**config.mk**
```make
export PLATFORM = sky130hd
export DESIGN_NAME = ipml_fifo_rr_drain_arb
export DESIGN_NICKNAME = d
export VERILOG_FILES = /design/src/rtl/ipml_fifo_rr_drain_arb.sv
export SDC_FILE = /design/constraint.sdc
export NUM_CORES = 1
export LEC_CHECK = 0
export ABC_AREA = 1
export BUFFER_PORTS_ARGS = -buffer_cell sky130_fd_sc_hd__buf_2
export CAP_MARGIN = 40
export CORE_MARGIN = 8
export CORE_UTILIZATION = 41
export CTS_CLUSTER_SIZE = 28
export DETAILED_ROUTE_END_ITERATION = 10
export GPL_ROUTABILITY_DRIVEN = 0
export PLACE_DENSITY = 0.95
export SYNTH_ARGS = -nofsm -noshare
export SYNTH_HDL_FRONTEND = slang
export SYNTH_SLANG_ARGS = --single-unit
```
**constraint.sdc**
```tcl
create_clock -name clk -period 3.37 [get_ports clk]
set_input_delay 0.5055 -clock clk [delete_from_list [all_inputs] [get_ports clk]]
set_output_delay 0.5055 -clock clk [all_outputs]
set_load 0.02 [all_outputs]
```
**src/rtl/ipml_fifo_rr_drain_arb.sv**
```systemverilog
`timescale 1ns/1ps
// Round-robin burst arbiter draining N first-word-fall-through prefetch FIFOs
// into one shared stream, with a per-source enable mask and bounded bursts.
module ipml_fifo_rr_drain_arb #(
    parameter int N_SRC     = 4,
    parameter int W         = 32,
    parameter int BURST_LEN = 16,
    parameter int SEL_W     = 2,
    parameter int CNT_W     = 4
) (
    input  logic                 clk,
    input  logic                 rst_n,
    input  logic [N_SRC-1:0]     src_vld,
    input  logic [N_SRC*W-1:0]   src_data,
    output logic [N_SRC-1:0]     src_rd_en,
    input  logic [N_SRC-1:0]     src_mask,
    output logic [W-1:0]         out_data,
    output logic                 out_vld,
    input  logic                 out_ready,
    output logic [SEL_W-1:0]     out_src,
    output logic                 out_last,
    output logic                 busy
);

    typedef enum logic {IDLE, GRANT} state_e;

    state_e           state_q, state_d;
    logic [SEL_W-1:0] grant_q, grant_d;
    logic [SEL_W-1:0] rr_ptr_q, rr_ptr_d;
    logic [CNT_W-1:0] beat_cnt_q, beat_cnt_d;

    logic [N_SRC-1:0] req;
    logic             found;
    logic [SEL_W-1:0] pick;
    logic [SEL_W:0]   cand;
    logic [SEL_W-1:0] next_ptr;
    logic             in_grant;
    logic             eff;
    logic             xfer;
    logic             cnt_max;

    // Rotating search: first eligible source at or after rr_ptr, wrapping at N_SRC.
    always_comb begin
        req   = src_vld & src_mask;
        found = 1'b0;
        pick  = '0;
        cand  = '0;
        for (int k = 0; k < N_SRC; k++) begin
            cand = {1'b0, rr_ptr_q} + (SEL_W+1)'(k);
            if (cand >= (SEL_W+1)'(N_SRC)) begin
                cand = cand - (SEL_W+1)'(N_SRC);
            end
            if (!found && req[cand[SEL_W-1:0]]) begin
                found = 1'b1;
                pick  = cand[SEL_W-1:0];
            end
        end
    end

    assign in_grant = (state_q == GRANT);
    assign eff      = in_grant & src_vld[grant_q] & src_mask[grant_q];
    assign xfer     = eff & out_ready;
    assign cnt_max  = (beat_cnt_q == CNT_W'(BURST_LEN - 1));
    assign next_ptr = (grant_q == SEL_W'(N_SRC - 1)) ? '0 : grant_q + SEL_W'(1);

    always_comb begin
        out_vld   = eff;
        out_data  = '0;
        out_src   = '0;
        out_last  = xfer & cnt_max;
        busy      = in_grant;
        src_rd_en = '0;
        if (in_grant) begin
            out_data = src_data[grant_q*W +: W];
            out_src  = grant_q;
        end
        if (xfer) begin
            src_rd_en[grant_q] = 1'b1;
        end
    end

    // A stalled consumer holds everything; a dry or masked source ends the burst early.
    always_comb begin
        state_d    = state_q;
        grant_d    = grant_q;
        rr_ptr_d   = rr_ptr_q;
        beat_cnt_d = beat_cnt_q;
        unique case (state_q)
            IDLE: begin
                if (found) begin
                    state_d    = GRANT;
                    grant_d    = pick;
                    beat_cnt_d = '0;
                end
            end
            GRANT: begin
                if (!eff) begin
                    state_d  = IDLE;
                    rr_ptr_d = next_ptr;
                end else if (xfer) begin
                    if (cnt_max) begin
                        state_d    = IDLE;
                        rr_ptr_d   = next_ptr;
                        beat_cnt_d = '0;
                    end else begin
                        beat_cnt_d = beat_cnt_q + CNT_W'(1);
                    end
                end
            end
            default: state_d = IDLE;
        endcase
    end

    always_ff @(posedge clk or negedge rst_n) begin
        if (!rst_n) begin
            state_q    <= IDLE;
            grant_q    <= '0;
            rr_ptr_q   <= '0;
            beat_cnt_q <= '0;
        end else begin
            state_q    <= state_d;
            grant_q    <= grant_d;
            rr_ptr_q   <= rr_ptr_d;
            beat_cnt_q <= beat_cnt_d;
        end
    end

endmodule

```
# Yosys cells after proc, flatten, opt, wreduce, memory -nomap -nowiden

Cells that the tools add are included.

Register bits after elaboration: 9
Output and inout bits: 41

$add $sub $neg: 9
Magnitude comparators: 10
Equal/unequal tests: 7
Shifts and indexed selects: 1
Muxes and demuxes: 43
Bitwise logic cells: 6
Reductions and logical operators: 10

Operators with widths:

| operator                                             | count |
|---|---|
| variable part select 128 x 8 -> 32 bit               | 1 |
| two-way mux 32 bit                                   | 1 |
| two-way mux 2 bit                                    | 13 |
| two-way mux 4 bit                                    | 5 |
| < comparator 2 x 3 -> 1 bit (second input constant)  | 5 |
| two-way mux 1 bit                                    | 15 |
| binary-select mux 1 bit (select 2 bit)               | 6 |
| >= comparator 3 bit (second input constant)          | 3 |
| != test 2 x 1 -> 1 bit (second input constant)       | 4 |
| case mux 4 bit (2 select lines)                      | 1 |
| subtractor 2 x 1 -> 2 bit (second input constant)    | 4 |
| adder 2 x 2 -> 3 bit (second input constant)         | 2 |
| AND reduction 3 bit                                  | 2 |
| adder 4 x 1 -> 4 bit (second input constant)         | 1 |
| bitwise AND 1 bit                                    | 4 |
| bitwise AND 4 bit                                    | 1 |
| equality test 4 bit (second input constant)          | 1 |
| logical AND 1 bit                                    | 4 |
| adder 2 x 1 -> 3 bit (second input constant)         | 1 |
| >= comparator 2 x 3 -> 1 bit (second input constant) | 1 |
| zero test 1 bit                                      | 3 |
| adder 2 x 1 -> 2 bit (second input constant)         | 1 |
| demux 1 bit (select 2 bit)                           | 1 |
| equality test 2 bit (second input constant)          | 1 |
| other kinds (5)                                      | 5 |

# Depth between registers and ports, before layout

Gate-level depths: netlist (run 1).

Depth after elaboration: 16
Depth in mapped cells: 12
Depth with buffers taken out: 10

# Worst setup path before layout (run 1)

Ideal clock, no wire load.

Path kind: register -> output
Start point: register grant_q[1]
End point: output port src_rd_en[0]
Data arrival time: 1.456 ns
Data required time: 2.864 ns
Setup slack: 1.408 ns
Cell stages (with the launch flop): 7
Cell sequence: dfrtp_1 -> buf_2 -> inv_2 -> clkbuf_1 -> ha_1 -> inv_1 -> nor2_1

Word-level cells in the longest chain between the ends: 6
Elaborated cells between the ends (all ways): 13

RTL lines:

| element                                 | RTL line | text |
|---|---|---|
| from (decl)                             | 28       | `logic [SEL_W-1:0] grant_q, grant_d;` |
| from (signal assigned)                  | 122      | `grant_q <= grant_d;` |
| binary-select mux 1 bit (select 2 bit)  | 61       | `assign eff = in_grant & src_vld[grant_q] & src_mask[grant_q];` |
| two-way mux 1 bit (implied by the code) | 61       |  |
| bitwise AND 1 bit (2 in a row)          | 61       |  |
| bitwise AND 1 bit                       | 62       | `assign xfer = eff & out_ready;` |
| two-way mux 4 bit *                     | 77       | `if (xfer) begin` |
| to (decl)                               | 15       | `output logic [N_SRC-1:0] src_rd_en,` |

Mark *: on every way between the ends. The rest lies on a longest branch, timed or not. The select of a mux whose other input is x is not followed.

# Worst setup path after layout (run 1)

Start point: register grant_q[0]
End point: output port src_rd_en[3]

Same word-level chain as after synthesis.

==> impl_summary.md, run 1 <==
Run status
The flow ran to the end, and the final reports show no timing, DRC or antenna violations.

Worst setup path
The most used cell along the critical path is sky130_fd_sc_hd__nand2_1. STA classifies the critical path endpoint as an output port. Along the worst path, the maximum fanout reaches 70. For the worst setup path, the data required time is 2.86 ns. The largest delay contributor family on the critical path is buffers and inverters.

The critical path contains buffers and inverters numbering 3 combined. Among all stages on the critical path, the largest delay is contributed by sky130_fd_sc_hd__buf_4. The critical path in this run is classified as reg -> out. The critical path's largest stage delay is between 0.5 and 0.6 ns. STA classifies the critical path startpoint as a register. Data on the critical path arrives at its endpoint at 2.00 ns. Walking the worst path, the cells encountered are buf_4 -> nand2_1 -> nand3_2 -> nand2_1 -> nand2_2 -> clkinv_2 -> nand2_4 -> nor2_1 -> buf_2.

Global routing
The first global-routing pass estimated 13.5 mm of wire. The number of antenna violations at the first check in global routing was 0. The aggregate global-route resource usage is 0.219. Entering global routing, the biggest net connects 71 pins.

Global routing finished with a remaining overflow of 0. The via count of the first global-routing pass came to 2,925.

Drt
Signal routing reaches up to met4. After the first detailed-routing iteration, the DRC count stood at approximately 200. For this block, wires on met1 add up to roughly 3.4 mm. The total DRC errors in the routed layout is 0.

The routed design uses 842 um of met3 wire. The post-detailed-route count of antenna-violating nets is 0. The via density per instance is 5.17. The detailed router placed 3,133 vias in this run. Summed over all layers, the routed wires come to 8.69 mm. The number of optimization iterations in the first detailed-route pass is 5.

Wire segments on met2 add up to ~4.3 mm in the final route. In the final routed layout, each cell accounts on average for approximately 14 um.

Die
The number of placement rows is 25. The die covers around 7300 um2. The die height is 85.2 um. The core area is 4660 um2. For this configuration, the core starts out at a cell density of 0.421. The die is between 80 and 90 um wide.

180 I/O pins were placed.

Logic synthesis
The number of nets in the synthesized netlist is about 540. Yosys attributes the largest share of cell area to sky130_fd_sc_hd__nor2_1 27%, sky130_fd_sc_hd__o21ai_0 16%, sky130_fd_sc_hd__dfrtp_1 11%. Of the total synthesized cell area, the portion taken by XOR and XNOR cells is 0. The area share of fa/ha/maj cells after synthesis is 0.0318.

The synthesized design contains 0 enable-type register cells. Among all cell types in the netlist, the one instantiated most often is sky130_fd_sc_hd__nor2_1. Of all cell types, the one taking the most synthesized area is sky130_fd_sc_hd__nor2_1. The largest family of logic cells by synthesized area is simple AND/OR/NAND/NOR gates. Synthesis produced a netlist whose cell count is 392. The count of state elements after synthesis is 9. The complex-gate fraction of the synthesized area is 0.259.

The share of synthesized area spent on multiplexers is 0. By count the netlist is led by 139 x sky130_fd_sc_hd__nor2_1, 64 x sky130_fd_sc_hd__o21ai_0, 57 x sky130_fd_sc_hd__nand2_1, 35 x sky130_fd_sc_hd__a21oi_1, 20 x sky130_fd_sc_hd__nand3_1. In the synthesized netlist the dominant register cell turns out to be sky130_fd_sc_hd__dfrtp_1.

Of the post-synthesis cell area, the dominant cell type holds 0.266. For this run, the register share of the synthesized area comes to 0.115. Of the total synthesized cell area, the portion taken by AND, OR, NAND and NOR gates is 0.494. The netlist area before placement is 1960 um2. In the synthesized netlist the async set-or-reset flop fraction comes to 1.00.

The netlist uses 26 different library cells. Averaged over all synthesized cells, the footprint is 5.01 um2. The Yosys warning count is 0.

Place
In this run the tool buffered the top-level ports with 179 buffer cells. The HPWL reported at the end of detailed placement is 6.77 mm. The pre-CTS setup slack is 1.13 ns.

Clock tree
Clock tree synthesis selected as its root buffer the cell sky130_fd_sc_hd__clkbuf_8. The register clock-pin slew on the reported worst setup and hold paths is about 0.050 ns. The number of hold buffers added after cts is 0. The number of buffers inserted to repair setup after CTS is 0.

The TritonCTS clock tree is built. Counting the buffers created by CTS gives 3. In this run the number of H-tree levels came out at 1. The clock net in this run drives a total of 9 sinks. Counting along the longest clock path gives a buffer depth of 2. After clock tree synthesis, the repair step resized 0 gates.

For the worst-skew pair, the clock arrives at the later sink with an insertion delay of 0.24 ns.

Timing
Setup repair after global routing left no endpoint under its margin. The upper clock frequency limit is 0.399 GHz. The total negative setup slack is 0 ns.

Of the available clock period, the critical path in the final layout requires 0.744. The worst setup margin is 0.863 ns. The actual transition at the worst max-transition pin is approximately 0.67 ns.

The minimum clock period is 2.51 ns. The hold violation total from the final report is 0. The max-slew violation count was 0.

The worst clock skew is 0.00319 ns. The relative slew slack is 0.556. The number of setup violations in the final report is 0.

Power and ir drop
The leakage power total is 1.65 nW. The worst supply voltage drop on vdd is 383 uV. The share of total power dissipated in the clock network is 0.055. The power density of the placed cells is approximately 820 nW/um2. The switching fraction of total power is 0.627.

Cell internal power was estimated by the tool at 0.878 mW. The share of total power dissipated in combinational logic is 0.853. The share of total power dissipated in sequential elements is 0.092. The analysis attributes to net switching a power of 1.48 mW. The total power of the final layout is between 2 and 2.5 mW.

Cells and area
In the final layout, the multi-input gates occupy 1540 um2. The number of inserted filler cells in the final layout is around 440. Measured on the finished design, the core utilization comes to 0.615. Compared with the post-synthesis result, the final layout area differs by 46.0%. Registers take 226 um2. The repair_antennas step left the layout with diodes totalling 0. The post-layout net count is 697. The fraction of layout cells with a size suffix above 1 is 0.371.

Min path
The type of the tightest min-delay check is in -> async.

Job
The reported max-cap violation count is 0.
-- layout make-up --
| cell class | instances | share of cell area |
|---|---|---|
| multi-input cells | 340 | 0.538 |
| flip-flops and latches | 9 | 0.0790 |
| well taps | 54 | 0.0236 |
| clock buffers | 4 | 0.0157 |
| repair buffers | 182 | 0.320 |
| inverters | 17 | 0.0236 |
-- cells by family (layout without fill, tap and decap cells) --
logic type | Yosys count | after routing
adders and majority gates | 5 | 5
AOI/OAI and AO/OA | 101 | 101
DFF | 9 | 9
buffers and inverters | 43 | 203
and+or+nand+nor | 234 | 234
-- flip-flops by register name, indices dropped and copies added (netlist names) --
register    flops
busy            1
grant_q         2
rr_ptr_q        2
beat_cnt_q      4
-- placed cells by master, fill, tap and decap left out --
master and n:
sky130_fd_sc_hd__nor3b_1 1, sky130_fd_sc_hd__ha_1 5, sky130_fd_sc_hd__inv_1 11, sky130_fd_sc_hd__clkinv_1 1, sky130_fd_sc_hd__inv_4 1, sky130_fd_sc_hd__buf_4 3, sky130_fd_sc_hd__inv_2 3, sky130_fd_sc_hd__o21ai_1 1
sky130_fd_sc_hd__nand4_1 3, sky130_fd_sc_hd__nand3_1 20, sky130_fd_sc_hd__clkbuf_8 3, sky130_fd_sc_hd__nor4_1 1, sky130_fd_sc_hd__nand2_2 7, sky130_fd_sc_hd__nor2_1 139, sky130_fd_sc_hd__o21ai_0 64, sky130_fd_sc_hd__dfrtp_2 1
sky130_fd_sc_hd__nand2_1 57, sky130_fd_sc_hd__nor2_2 1, sky130_fd_sc_hd__buf_2 179, sky130_fd_sc_hd__clkinv_2 1, sky130_fd_sc_hd__dfrtp_1 8, sky130_fd_sc_hd__o21ai_2 1, sky130_fd_sc_hd__nand3_2 3, sky130_fd_sc_hd__clkbuf_1 1
sky130_fd_sc_hd__nand2_4 2, sky130_fd_sc_hd__a21oi_1 35
-- power by group through the flow --
| stage | sequential (mW) | clock [mW] | combinational [mW] |
|---|---|---|---|
| after floorplan | 0.198 | 0 | 1.50 |
| after global placement | 0.212 | 0 | 1.96 |
| after detailed placement | 0.217 | 0 | 2.00 |
| after CTS | 0.215 | 0.131 | 2.01 |
| after global routing | 0.225 | 0.134 | 2.23 |
| final | 0.217 | 0.130 | 2.01 |
-- metal layers --
metal  vias up  GRT usage
met5         -          0
met4         0     0.0680
met3        19     0.0473
met2       172      0.377
met1      1352      0.263
li1       1590          -
-- per-stage QoR --
step / hold WS [ns] / instance area [um2] / std cells
2_1_floorplan: 0.210 / 1960 / 392
3_3_place_gp: 0.368 / 2820 / 602
6_report: 0.116 / 2870 / 606
4_1_cts: 0.120 / 2870 / 606
5_1_grt: 0.136 / 2870 / 606
3_5_place_dp: 0.371 / 2820 / 602
-- final timing paths --
path | startpoint | endpoint | slack (ns) | depth (start not counted)
min | rst_n | beat_cnt_q[0] | 0.12 | 1
min reg2reg | beat_cnt_q[0] | beat_cnt_q[0] | 0.52 | 1
max | grant_q[0] | src_rd_en[3] | 0.86 | 9
max in group asynchronous | rst_n | grant_q[0] | 3.05 | 1
max reg2reg | busy | beat_cnt_q[3] | 1.51 | 5
min in group clk | beat_cnt_q[0] | beat_cnt_q[0] | 0.52 | 1
(Power assumes the default switching activity.)
==> inputs of run 2 (changes only) <==
--- a/config.mk
+++ b/config.mk
@@ -5,15 +5,15 @@
 export SDC_FILE = /design/constraint.sdc
 export NUM_CORES = 1
 export LEC_CHECK = 0
-export ABC_AREA = 1
+export ABC_AREA = 0
 export BUFFER_PORTS_ARGS = -buffer_cell sky130_fd_sc_hd__buf_2
 export CAP_MARGIN = 40
 export CORE_MARGIN = 8
-export CORE_UTILIZATION = 41
+export CORE_UTILIZATION = 35
 export CTS_CLUSTER_SIZE = 28
 export DETAILED_ROUTE_END_ITERATION = 10
 export GPL_ROUTABILITY_DRIVEN = 0
-export PLACE_DENSITY = 0.95
+export PLACE_DENSITY = 0.91
 export SYNTH_ARGS = -nofsm -noshare
 export SYNTH_HDL_FRONTEND = slang
 export SYNTH_SLANG_ARGS = --single-unit
==> constraint.sdc (replaced) <==
create_clock -name clk -period 2.59 [get_ports clk]
set_input_delay 0.3885 -clock clk [delete_from_list [all_inputs] [get_ports clk]]
set_output_delay 0.3885 -clock clk [all_outputs]
set_load 0.02 [all_outputs]
==> run 2 against run 1 <==
- clock skew is 0.0042 ns higher
- cell area is 7.5% lower
- total power is 8.3% higher
- clock power is 25% higher
- global-route usage is 3.2 points lower
- die area is 1.6% lower
- wire length is 16% lower
- hold slack better by 0.40 ns
- critical path type unchanged
- highest routed layer unchanged
==> impl_summary.md, run 2 <==
Power and ir drop
The worst supply voltage drop on vdd is 509 uV (+33%). The power density of the placed cells was 962 nW/um2 (+17%). The leakage power total is 1.37 nW (-17%).

The total power of the final layout is 2.55 mW (+8.3%).

Cells and area
Counting flops per register, the top entry is beat_cnt_q. The post-layout net count came to 467 (-33%). The flip-flop count of the largest register after layout is 4 (unchanged).

In the layout the commonest cells are 179 x sky130_fd_sc_hd__buf_2, 40 x sky130_fd_sc_hd__and2_1, 33 x sky130_fd_sc_hd__mux4_2. The number of standard cells in the final layout excluding fillers is 377 (-38%). The signed area change from the synthesized netlist to the final layout is 61.3%. The fraction of layout cells with a size suffix above 1 is 0.702 (+0.330). Leaving out fill and tap cells, the most frequent cell in the layout is sky130_fd_sc_hd__buf_2. The number of inserted filler cells in the final layout came to 416 (-4.8%).

The largest registers in the layout are beat_cnt_q (4), grant_q (2), rr_ptr_q (2). The end-of-flow core utilization is 0.573 (-0.0426). The final instance area came to 2650 um2 (-7.5%).

Drt
The wire length per cell was 19.3 um (+35%). The post-detailed-route count of antenna-violating nets is 0 (unchanged). The total DRC errors in the routed layout came to 0 (unchanged). The wire length on met3 is 574 um (-32%). The number of optimization iterations in the first detailed-route pass is 4 (-1). The final wirelength came to 7.28 mm (-16%). The wire length on met2 came to 4.02 mm (-6.2%). The detailed-route via count is 1,984 (-37%). The sum of routed wire segments on met1 was 2.53 mm (-26%). The via density per instance is 5.26 (+1.8%).

The count of routing violations after the opening detailed-route iteration is 52 (-74%). The topmost layer with routed signal wires is met4.

Clock tree
The post-cts repair resize count is 0 (unchanged). The number of hold buffers added after cts is 1 (+1). The clock buffer count from CTS was 3 (unchanged). The clock network latency to the later pin of the worst-skew pair is 0.24 ns (about the same). The register clock-pin slew on the reported worst setup and hold paths is 0.05 ns (about the same).

The number of buffers inserted to repair setup after CTS was 0 (unchanged). The number of clock sinks is 9 (unchanged). The H-tree depth came to 1 (unchanged). The root buffer cell is sky130_fd_sc_hd__clkbuf_8.

The number of buffers on the longest clock path was 2 (unchanged). TritonCTS built the clock tree.

Place
The count of buffers from port buffering is 179 (unchanged). The HPWL reported at the end of detailed placement is 6.36 mm (-6.1%). The post-place instance area is 2590 um2 (-8.1%). The pre-CTS setup slack is 0.530 ns (-0.600 ns).

The number of placed instances with taps included was 371 (-38%).

Logic synthesis
After synthesis, the cell types taking the most area are sky130_fd_sc_hd__mux4_2 45%, sky130_fd_sc_hd__and2_1 15%, sky130_fd_sc_hd__dfrtp_1 14%. The synthesized netlist cell count was 146 (-63%). The top cell type's share of synthesized area is 0.452 (+0.186). The count of state elements after synthesis is 9 (unchanged). The count of flip-flops with a built-in enable after synthesis is 0 (unchanged). The netlist area before placement is 1640 um2 (-16%). The sequential cell area fraction in the yosys report was 0.137 (+0.0223). The post-synthesis area per instance is 11.3 um2 (+120%). The post-synthesis async set-or-reset flop share is 1.00 (unchanged). The post-synthesis net count came to 290 (-46%). The most common flop cell mapped by yosys is sky130_fd_sc_hd__dfrtp_1. The Yosys warning count came to 0 (unchanged). The distinct cell type count after synthesis is 37 (+42%). The cell type with the largest total area after synthesis is sky130_fd_sc_hd__mux4_2.

In the post-synthesis netlist, the cell with the most instances is sky130_fd_sc_hd__and2_1. Ranked by instance count, the synthesized netlist is headed by 40 x sky130_fd_sc_hd__and2_1, 33 x sky130_fd_sc_hd__mux4_2, 12 x sky130_fd_sc_hd__nand2_1, 9 x sky130_fd_sc_hd__dfrtp_1, 6 x sky130_fd_sc_hd__clkbuf_1.

Worst setup path
The data arrival at the endpoint of the critical path came to 1.87 ns (-0.13 ns). The type of origin of the critical path is a register. Traced cell by cell, the critical path runs through inv_4 -> mux4_2 -> nor2_4 -> and2_1 -> buf_2. The critical path's largest stage delay is 0.59 ns (+0.05 ns). Following the worst setup path forward leads to its endpoint at src_rd_en[1]. The type of destination of the critical path is an output port. The logic depth of the worst path, buffers included is 5 (-4). Broken down by cell family, the worst path's largest delay share belongs to multiplexers. The path depth of the worst reg2reg path was 4 (-1). The startpoint identified for the worst register-to-register timing path is grant_q[0].

The endpoint identified for the worst register-to-register timing path is rr_ptr_q[1]. The count of buffer and inverter cells on the critical path is 2 (-1). The critical path in this run is classified as reg -> out. The worst endpoint required time came to 2.20 ns (-0.66 ns). The master of the slowest instance on the critical path is sky130_fd_sc_hd__mux4_2.

The maximum fanout along the worst path is 7 (-90%). The slack of the worst reg-to-reg path is 0.80 ns (-0.71 ns). Tracing the worst setup path back leads to its startpoint at grant_q[0].

Global routing
The number of antenna violations at the first check in global routing came to 1 (+1). The maximum number of pins on one net before global-route repair is 38 (-46%). The aggregate global-route resource usage is 0.188 (-0.0317).

The total congestion overflow is 0 (unchanged). The wire length of the first global-routing pass is 10.8 mm (-20%). The via count of the first global-routing pass came to 2,017 (-31%).

Timing
The worst clock skew came to 0.00738 ns (+0.00419 ns). The final clock period utilization by the worst path is 0.873. The worst setup margin is 0.330 ns (-0.533 ns). The final hold slack came to 0.513 ns (+0.398 ns). The number of setup violations in the final report was 0 (unchanged). The total negative setup slack came to 0 ns (unchanged). The actual transition at the worst max-transition pin was 0.581 ns (-0.0856 ns). The relative slew slack is 0.613 (+0.0571). The hold violation total from the final report is 0 (unchanged). Setup repair after global routing left no endpoint under its margin. Derived from the worst setup path, the maximum achievable clock frequency is 0.442 GHz. After layout, the minimum clock period comes to 2.26 ns. The max-slew violation count came to 0 (unchanged).

Die
The die height is 84.5 um (-0.80%). The area of the die is 7150 um2 (-1.6%). The effective utilization at floorplan is 0.355 (-0.0663).

The boundary pin count is 180 (unchanged). The chip width came to 84.5 um (-0.80%). The number of placement rows was 25 (unchanged). The core area came to 4630 um2 (-0.67%).

Min path
The launch instance of the worst min-delay path is out_ready. The type of the tightest min-delay check is in -> reg. The hold-critical path depth is 3.

Run status
The run finished with clean final reports.

Job
The reported max-cap violation count is 0 (unchanged).
## run 2: cell types whose count changed in the layout (fill, tap and decap cells not counted), sizes merged, moves of 3 or more
cell	before	now
a21oi	35	1
and2	0	40
inv	15	4
mux2	0	3
mux4	0	33
nand2	66	12
nand3	23	2
nand4	3	0
nor2	140	2
o21ai	66	5
## run 2: cells by family (layout without fill, tap and decap cells)
| logic type | count (synthesis) | in the layout | share of synthesized area |
|---|---|---|---|
| compound gates | 15 | 15 | 0.0693 |
| buf+inv | 16 | 192 | 0.0457 |
| flops | 9 | 9 | 0.137 |
| simple gates | 63 | 63 | 0.225 |
| fa+ha+maj | 5 | 5 | 0.0381 |
| other cells | 0 | 1 | 0 |
| mux | 38 | 38 | 0.485 |
## run 2: power by group
part	switching, mW	internal, mW	total (mW)
Clock	0.0555	0.107	0.163
Sequential	0.101	0.200	0.301
Combinational	1.08	1.01	2.09
Total	1.23	1.32	2.55
## run 2: worst min-delay path by stage
| stage | to | slack [ns] |
|---|---|---|
| 2_1_floorplan | beat_cnt_q[0] | 0.09 |
| 3_3_place_gp | beat_cnt_q[3] | 0.25 |
| 3_5_place_dp | beat_cnt_q[0] | 0.25 |
| 4_1_cts | beat_cnt_q[2] | 0.51 |
| 5_1_grt | beat_cnt_q[0] | 0.54 |
| 6_report | beat_cnt_q[2] | 0.51 |
## run 2: final cells by class
type	instances	area (um2)	area share
clock buffers	4	45.0	0.0170
inverters	4	17.5	0.00661
repair buffers	184	948	0.358
well taps	54	67.6	0.0255
diodes	1	2.50	0.000944
flip-flops and latches	9	226	0.0854
multi-input cells	121	1340	0.507
## run 2: worst reg2reg max path, stage by stage, from the launching register on
cell and delay (ns):
sky130_fd_sc_hd__dfrtp_2 0.43, sky130_fd_sc_hd__inv_4 0.08, sky130_fd_sc_hd__mux4_2 0.59, sky130_fd_sc_hd__o21ai_2 0.21, sky130_fd_sc_hd__mux2_1 0.35
## run 2: routing by layer
| metal | vias up | track usage |
|---|---|---|
| met2 | 91 | 0.358 |
| li1 | 920 | - |
| met5 | - | 0 |
| met1 | 963 | 0.193 |
| met3 | 10 | 0.0459 |
| met4 | 0 | 0.0631 |
